`config.mk`:
```
export PLATFORM = sky130hd
export DESIGN_NAME = ej32_fetch_flat
export DESIGN_NICKNAME = d
export VERILOG_FILES = /design/src/rtl/ej32_pkg.sv /design/src/rtl/ej32_fetch_if.sv /design/src/rtl/ej32_fetch_q.sv /design/src/rtl/ej32_fetch.sv /design/src/flat_wrapper.sv
export SDC_FILE = /design/constraint.sdc
export NUM_CORES = 1
export LEC_CHECK = 0
export ABC_AREA = 1
export CAP_MARGIN = 30
export CORE_UTILIZATION = 51
export DETAILED_ROUTE_END_ITERATION = 6
export PLACE_DENSITY = 0.74
export SLEW_MARGIN = 20
export SYNTH_ARGS = -nofsm -noshare
export SYNTH_HDL_FRONTEND = slang
export SYNTH_SLANG_ARGS = --single-unit
```
`constraint.sdc`:
```
create_clock -name clk -period 3 [get_ports clk]
set_input_delay 0.45 -clock clk [delete_from_list [all_inputs] [get_ports clk]]
set_output_delay 0.45 -clock clk [all_outputs]
set_load 0.02 [all_outputs]
```
`src/rtl/ej32_pkg.sv`:
```
// Shared types for the eJ32 instruction fetch unit: FSM state encoding and
// the prefetch queue entry layout.
package ej32_pkg;

  localparam int EJ32_ASZ = 17;

  typedef enum logic [1:0] {
    sRUN   = 2'd0,
    sFULL  = 2'd1,
    sFLUSH = 2'd2
  } fetch_state;

  typedef struct packed {
    logic [7:0]          code;
    logic [EJ32_ASZ-1:0] addr;
  } q_entry_t;

endpackage

```
`src/rtl/ej32_fetch_if.sv`:
```
// Fetch-unit bus bundle: branch redirect, program memory read port and
// decoder-facing byte stream. master = fetch unit, slave = its surroundings.
interface ej32_fetch_if #(
  parameter int ASZ = 17
);
  logic [ASZ-1:0] br_p;
  logic           br_psel;
  logic           mem_req;
  logic [ASZ-1:0] mem_a;
  logic [7:0]     mem_d;
  logic [7:0]     code_o;
  logic [ASZ-1:0] p_o;
  logic           code_vld;
  logic           code_rdy;

  modport master (
    input  br_p, br_psel, mem_d, code_rdy,
    output mem_req, mem_a, code_o, p_o, code_vld
  );

  modport slave (
    output br_p, br_psel, mem_d, code_rdy,
    input  mem_req, mem_a, code_o, p_o, code_vld
  );
endinterface

```
`src/rtl/ej32_fetch_q.sv`:
```
// Prefetch queue: DEPTH-entry circular FIFO of {byte, addr}.
// Clear outranks push and pop; callers never push when full or pop when empty.
module ej32_fetch_q
  import ej32_pkg::*;
#(
  parameter int DEPTH = 4
) (
  input  logic                       clk,
  input  logic                       rst,
  input  logic                       clr,
  input  logic                       push,
  input  logic                       pop,
  input  q_entry_t                   push_e,
  output q_entry_t                   head,
  output logic [$clog2(DEPTH):0]     count
);
  localparam int AW = $clog2(DEPTH);

  q_entry_t        mem [DEPTH];
  logic [AW-1:0]   wr_ptr;
  logic [AW-1:0]   rd_ptr;

  assign head = mem[rd_ptr];

  always_ff @(posedge clk) begin
    if (rst) begin
      wr_ptr <= '0;
      rd_ptr <= '0;
      count  <= '0;
      for (int i = 0; i < DEPTH; i++) mem[i] <= '0;
    end else if (clr) begin
      wr_ptr <= '0;
      rd_ptr <= '0;
      count  <= '0;
    end else begin
      if (push) begin
        mem[wr_ptr] <= push_e;
        wr_ptr      <= wr_ptr + 1'b1;
      end
      if (pop) rd_ptr <= rd_ptr + 1'b1;
      count <= count + {{AW{1'b0}}, push} - {{AW{1'b0}}, pop};
    end
  end

endmodule

```
`src/rtl/ej32_fetch.sv`:
```
// eJ32 instruction fetch with prefetch queue and branch redirect flush.
// Optional redirect counter port perf_flush under EJ32_FETCH_PERF_EN.
//
// state  | meaning
// sRUN   | issuing sequential reads while queue + in-flight < DEPTH
// sFULL  | queue plus in-flight read fill DEPTH; waiting for a pop
// sFLUSH | bubble cycle after a redirect; no request issued
module ej32_fetch
  import ej32_pkg::*;
#(
  parameter int ASZ   = EJ32_ASZ,
  parameter int DEPTH = 4
) (
  input  logic         clk,
  input  logic         rst,
  ej32_fetch_if.master bus
`ifdef EJ32_FETCH_PERF_EN
  ,
  output logic [15:0]  perf_flush
`endif
);
  localparam int          CW      = $clog2(DEPTH) + 1;
  localparam logic [CW:0] DEPTH_W = (CW + 1)'(DEPTH);

  fetch_state      state;
  logic [ASZ-1:0]  pc;
  logic [ASZ-1:0]  pc_issued;
  logic            pend;
  logic [CW-1:0]   count;
  logic            req;
  logic            push;
  logic            pop;
  logic            room;
  logic            room_next;
  logic [CW:0]     occ;
  logic [CW:0]     occ_next;
  q_entry_t        push_e;
  q_entry_t        head;

  // In-flight read reserves a slot so its response always has room.
  assign occ       = {1'b0, count} + {{CW{1'b0}}, pend};
  assign room      = occ < DEPTH_W;
  assign req       = !rst && (state != sFLUSH) && room && !bus.br_psel;
  assign pop       = (count != '0) && bus.code_rdy && !bus.br_psel;
  assign push      = pend && !bus.br_psel;
  assign occ_next  = {1'b0, count} + {{CW{1'b0}}, push} + {{CW{1'b0}}, req}
                   - {{CW{1'b0}}, pop};
  assign room_next = occ_next < DEPTH_W;

  assign push_e.code = bus.mem_d;
  assign push_e.addr = EJ32_ASZ'(pc_issued);

  ej32_fetch_q #(
    .DEPTH (DEPTH)
  ) u_q (
    .clk    (clk),
    .rst    (rst),
    .clr    (bus.br_psel),
    .push   (push),
    .pop    (pop),
    .push_e (push_e),
    .head   (head),
    .count  (count)
  );

  assign bus.mem_req  = req;
  assign bus.mem_a    = pc;
  assign bus.code_o   = head.code;
  assign bus.p_o      = ASZ'(head.addr);
  assign bus.code_vld = count != '0;

  always_ff @(posedge clk) begin
    if (rst) begin
      state     <= sRUN;
      pc        <= '0;
      pc_issued <= '0;
      pend      <= 1'b0;
    end else if (bus.br_psel) begin
      state <= sFLUSH;
      pc    <= bus.br_p;
      pend  <= 1'b0;
    end else begin
      pend <= req;
      if (req) begin
        pc        <= pc + 1'b1;
        pc_issued <= pc;
      end
      case (state)
        sFLUSH:  state <= sRUN;
        default: state <= room_next ? sRUN : sFULL;
      endcase
    end
  end

`ifdef EJ32_FETCH_PERF_EN
  always_ff @(posedge clk) begin
    if (rst) begin
      perf_flush <= '0;
    end else if (bus.br_psel && (perf_flush != 16'hFFFF)) begin
      perf_flush <= perf_flush + 16'd1;
    end
  end
`endif

endmodule

```
`src/flat_wrapper.sv`:
```
// flat-port wrapper written by rule: the top's interface ports become plain ports
module ej32_fetch_flat import ej32_pkg::*;
#(
  parameter int ASZ   = EJ32_ASZ,
  parameter int DEPTH = 4
)
  (clk, rst, bus_br_p, bus_br_psel, bus_mem_d, bus_code_rdy, bus_mem_req, bus_mem_a, bus_code_o, bus_p_o, bus_code_vld);
  ej32_fetch_if #(.ASZ(ASZ)) bus_i ();
  input  logic clk;
  input  logic rst;
  input wire logic [$bits(bus_i.br_p)-1:0] bus_br_p;
  input wire logic [$bits(bus_i.br_psel)-1:0] bus_br_psel;
  input wire logic [$bits(bus_i.mem_d)-1:0] bus_mem_d;
  input wire logic [$bits(bus_i.code_rdy)-1:0] bus_code_rdy;
  output wire logic [$bits(bus_i.mem_req)-1:0] bus_mem_req;
  output wire logic [$bits(bus_i.mem_a)-1:0] bus_mem_a;
  output wire logic [$bits(bus_i.code_o)-1:0] bus_code_o;
  output wire logic [$bits(bus_i.p_o)-1:0] bus_p_o;
  output wire logic [$bits(bus_i.code_vld)-1:0] bus_code_vld;
  assign bus_i.br_p = bus_br_p;
  assign bus_i.br_psel = bus_br_psel;
  assign bus_i.mem_d = bus_mem_d;
  assign bus_i.code_rdy = bus_code_rdy;
  assign bus_mem_req = bus_i.mem_req;
  assign bus_mem_a = bus_i.mem_a;
  assign bus_code_o = bus_i.code_o;
  assign bus_p_o = bus_i.p_o;
  assign bus_code_vld = bus_i.code_vld;
  ej32_fetch #(.ASZ(ASZ), .DEPTH(DEPTH)) u_core (.clk(clk), .rst(rst), .bus(bus_i));
endmodule
```
---- Word-level counts from Yosys, hierarchy flattened ----
Memory sizes are Yosys's and may differ from the RTL's. A register that Yosys moved wholly into a read port is not among the register bits.
Cells that the tools add are included.
word-level totals
  register bits ........................... 44
  RAM bits ................................ 100
  input port bits ......................... 29
  word-level logic and storage cells ...... 53
  memories ................................ 1
memory list
  memory          depth  bits a word  read ports  clocked after memory_dff  wr ports  RTL line            RTL
  u_core.u_q.mem  4      25           1           1                         4         ej32_fetch_q.sv:19  q_entry_t mem [DEPTH];
operators by class
  add/subtract/negate cells ............... 9
  $lt $le $gt $ge ......................... 2
  eq/ne operators ......................... 2
  multiplexer cells ....................... 16
  bitwise gates (word level) .............. 1
  reduce and logical (&&, ||, !) cells .... 14
operators by type and width
  kind                                                                  count
  17-bit two-way mux                                                    2
  25-bit two-way mux                                                    1
  25-bit OR reduction                                                   1
  17-bit by 1-bit adder with 17-bit output, second input constant       1
  2-bit two-way mux                                                     5
  3-bit by 1-bit adder with 4-bit output                                2
  4-bit by 3-bit < comparator with 1-bit output, second input constant  2
  1-bit two-way mux                                                     8
  1-bit logical AND                                                     6
  2-bit by 1-bit adder with 2-bit output, second input constant         2
  4-bit by 1-bit adder with 4-bit output                                1
  4-bit by 1-bit subtractor with 4-bit output                           1
  3-bit by 1-bit adder with 3-bit output                                1
  3-bit nonzero test                                                    1
  3-bit OR reduction                                                    1
  3-bit by 1-bit subtractor with 3-bit output                           1
  2-bit == test, second input constant                                  1
  1-bit logical NOT                                                     2
  2-bit inequality test, second input constant                          1
  2-bit AND reduction                                                   1
  2-bit nonzero test                                                    1
  2-bit OR reduction                                                    1
  1-bit NOT                                                             1

---- Logic depth before layout (Yosys ltp) ----
  depth after elaboration ................. 10
  mapped depth ............................ 15

---- Hierarchy ----
From an unflattened synthesis, not the netlist that was laid out.
second synthesis, totals
  cell total of the unflattened synthesis .. 727
  area total of the unflattened synthesis .. 6,715.2 sq um
by module, submodules not included
  module        times used  cells each  area an instance (sq um)  sequential area each (sq um)
  ej32_fetch_q  1           459         4,787.1                   3,183.1
  ej32_fetch    1           268         1,928.1                   740.7

---- Worst setup path before layout ----
Ideal clock, no wire load.
  kind .................................... input to register
  start ................................... in bus_br_psel
  end ..................................... mem u_core.u_q.mem[3][0] (netlist name), enable pin
  setup time .............................. 446 ps
  arrival time ............................ 2,715 ps
  setup slack ............................. -160 ps
  cell stages on the path ................. 4
  buffers on the path ..................... 1
  cells stage by stage .................... buf_6 -> nor2_1 -> inv_1 -> o31ai_1
RTL lines
  what                RTL line            RTL
  start: declaration  flat_wrapper.sv:12  input wire logic [$bits(bus_i.br_psel)-1:0] bus_br_psel;
  end: declaration    ej32_fetch_q.sv:19

==> out/metrics.csv <==
metric,value,unit
cts.clk_slew.worst_paths,0.06,ns
timing.setup.critical_path_class,register to primary output,
postcts_setup_bufs,0,
layout.nets,859,
dpl.hpwl,9360,µm
synth_area_leaders,"edfxtp_1 45%, dfxtp_1 14%, nor2_1 10%",
path_buf_inv,2,
mean_instance_size_in_the_synthesized_netlist,8.94,µm²
dr_total_vias,5322,
worst_skew_late_latency,0.42,ns
mappedNetlistArea,6740,µm²
share_of_post_route_cells_with_drive_strength_above_1,0.0766,
total_leakage_power,3.09,nW
grt_pass1_vias,5230,
multi_input_area,2300,µm²
die-area,13700,µm²
die_outline_width,117,µm
timing.critical_path.max_delay_family,buffers and inverters,
maxSlewHeadroom,0.401,
core_area,12800,µm²
fin_tns_setup,0,ns
yosys.cell_types.count,32,
start_util,0.527,
portBuffers,72,
ant_nets,0,
total_routing_usage_reported_by_global_routing,0.243,
post_drt_via_cell_ratio,5.29,
clock_tree_from_tritoncts,built,
drt_pass1_iterations,5,
n_fill_cell,990,
routabilityCongestion,0.861,
antenna_found_initial,0,
worstPathRequired,2.55,ns
global_route.overflow_total,0,
tightestPinTransition,0.897,ns
yosysWarningCount,0,
ctsLongestPathBuffers,2,
status,completed,
fin_worst_skew,0.00633,ns
floorplan.die.height,117,µm
min_period_over_period,0.922,
hold_viol_final,0,
grt_pass1_wl,24800,µm
min-delay-path-class,register to register,
critical_path.slowest_cell,clkdlybuf4s50_1,
post-place-cells,975,
num_antenna_cells,0,
cts-resized-gates,0,
max_freq,0.362,GHz
endpoint_kind,primary output,
cts_buffers,17,
synth_sequential_area_ratio,0.583,
final_cells,1007,
number_of_register_bits_inferred_by_synthesis,146,
postSynthNetCount,790,
report.final.slew_viol_count,0,
r2r_slack,0.84,ns
grt_start_max_net_pins,51,
synth_top_area_frac,0.446,
routedWlPerCell,15.1,µm
maxCapViolations,0,
clock_tree.root_cell,clkbuf_16,
period_minus_slack,2.77,ns
setup-violations-final,0,
cp_max_fo,50,
top_level_ports,73,
reg_area,3920,µm²
cp_slowest_stage_delay,0.66,ns
timing.critical_path.cells,buf_4 > o21ai_0 > o22ai_1 > clkdlybuf4s50_1,
drc,0,
post-synth-top-area-cell,edfxtp_1,
area.growth.synth_to_final,22.6,%
post_cts_hold_buffer_count,0,
cp.arrival,2.32,ns
deepest_level_of_the_cts_h_tree,4,
power-per-cell-area,598,nW/µm²
detail_route.wirelength,15200,µm
critPathLaunchType,register,
cts.sinks,146,
first_iter_violations,403,
std_cell_rows,41,
vdd.ir_drop.worst,0.328,mV
synth_cells,753,
rsz0062_at_grt,no,
-- worst min-delay path: stages (launching register included) --
cell     delay, ns
dfxtp_1       0.29
inv_1         0.08
a21oi_1       0.06
-- logic make-up (layout without fill, tap and decap cells) --
group,count (synthesis),in the layout,share of synthesized area
AND/OR/NAND/NOR,322,322,0.200
AO/OA/AOI/OAI,148,148,0.117
flip-flops,146,146,0.583
buffers and inverters,125,207,0.0791
adder cells (fa/ha/maj),8,8,0.0160
XOR/XNOR,4,4,0.00520
-- placed cells by master (no fill, tap or decap), types with 5 or more instances in the layout --
| cell type | Yosys | layout |
|---|---|---|
| buf_4 | 1 | 15 |
| clkbuf_16 | 0 | 19 |
| a21oi_1 | 38 | 38 |
| nand2_1 | 93 | 93 |
| inv_1 | 81 | 81 |
| ha_1 | 7 | 7 |
| edfxtp_1 | 100 | 100 |
| nand4_1 | 7 | 7 |
| dfxtp_1 | 46 | 46 |
| nand3_1 | 22 | 22 |
| clkdlybuf4s50_1 | 0 | 72 |
| o21ai_0 | 75 | 74 |
| inv_2 | 5 | 5 |
| o22ai_1 | 25 | 25 |
| nor2_1 | 185 | 185 |
-- synthesized netlist by cell type, drive strengths merged --
cell type	number
buf	13
o211ai	1
o21ai	78
clkbuf	24
edfxtp	100
ha	7
nor3	4
a21oi	38
o21bai	4
o31ai	2
fa	1
nand4	7
nand3	24
nand2	94
inv	88
nand3b	1
xnor2	1
xor2	3
nor2	192
dfxtp	46
o22ai	25
-- registers in the layout (all words and copies together) (netlist names), named ones only --
register	flops
u_core.u_q.count	3
u_core.pc_issued	17
u_core.u_q.wr_ptr	2
u_core.pend	1
u_core.u_q.mem	100
u_core.bus.mem_a	17
u_core.state	2
u_core.u_q.rd_ptr	2
-- through the flow --
step | hold slack (ns) | cell area [µm²] | setup WS, ns | utilization | total power (W)
2_1_floorplan | 0.436 | 6740 | 0.611 | - | 0.00254
3_3_place_gp | 0.464 | 7600 | 0.484 | 0.595 | 0.00270
4_1_cts | 0.486 | 8260 | 0.223 | 0.646 | 0.00496
5_1_grt | 0.511 | 8260 | 0.0824 | 0.646 | 0.00509
6_report | 0.481 | 8260 | 0.234 | 0.646 | 0.00493
3_5_place_dp | 0.473 | 7600 | 0.392 | 0.595 | 0.00271
-- cell type report --
type | count | share of cell area
Multi-Input combinational cell | 482 | 0.278
Inverter | 88 | 0.0406
Tap cell | 172 | 0.0261
Timing Repair Buffer | 87 | 0.101
Sequential cell | 146 | 0.475
Clock buffer | 24 | 0.0647
Clock inverter | 8 | 0.0142
-- final timing paths --
check	from	to	cells past startpoint
worst max-delay path	register	bus_p_o[16]	4
worst min-delay path	u_core.pc_issued[8]	u_core.pc_issued[8]	2
worst max register to register	u_core.pend	u_core.state[0]	13
worst min register to register	u_core.pc_issued[8]	u_core.pc_issued[8]	2
-- per-layer routing --
layer / GRT usage / up-vias / routed length (µm)
met4: 0.0911 / 0 / 207
met1: 0.307 / 2468 / 6510
li1: - / 2630 / -
met5: 0 / - / 0
met3: 0.0530 / 20 / 1020
met2: 0.412 / 204 / 7430
-- power breakdown --
part / internal (W) / total (W) / leakage [nW] / switching [W]
clock network: 0.00149 / 0.00226 / 0.324 / 0.000774
registers: 0.00223 / 0.00228 / 1.41 / 0.0000486
logic: 0.000153 / 0.000389 / 1.36 / 0.000235
Note: power is estimated with default switching activity, not from simulation.
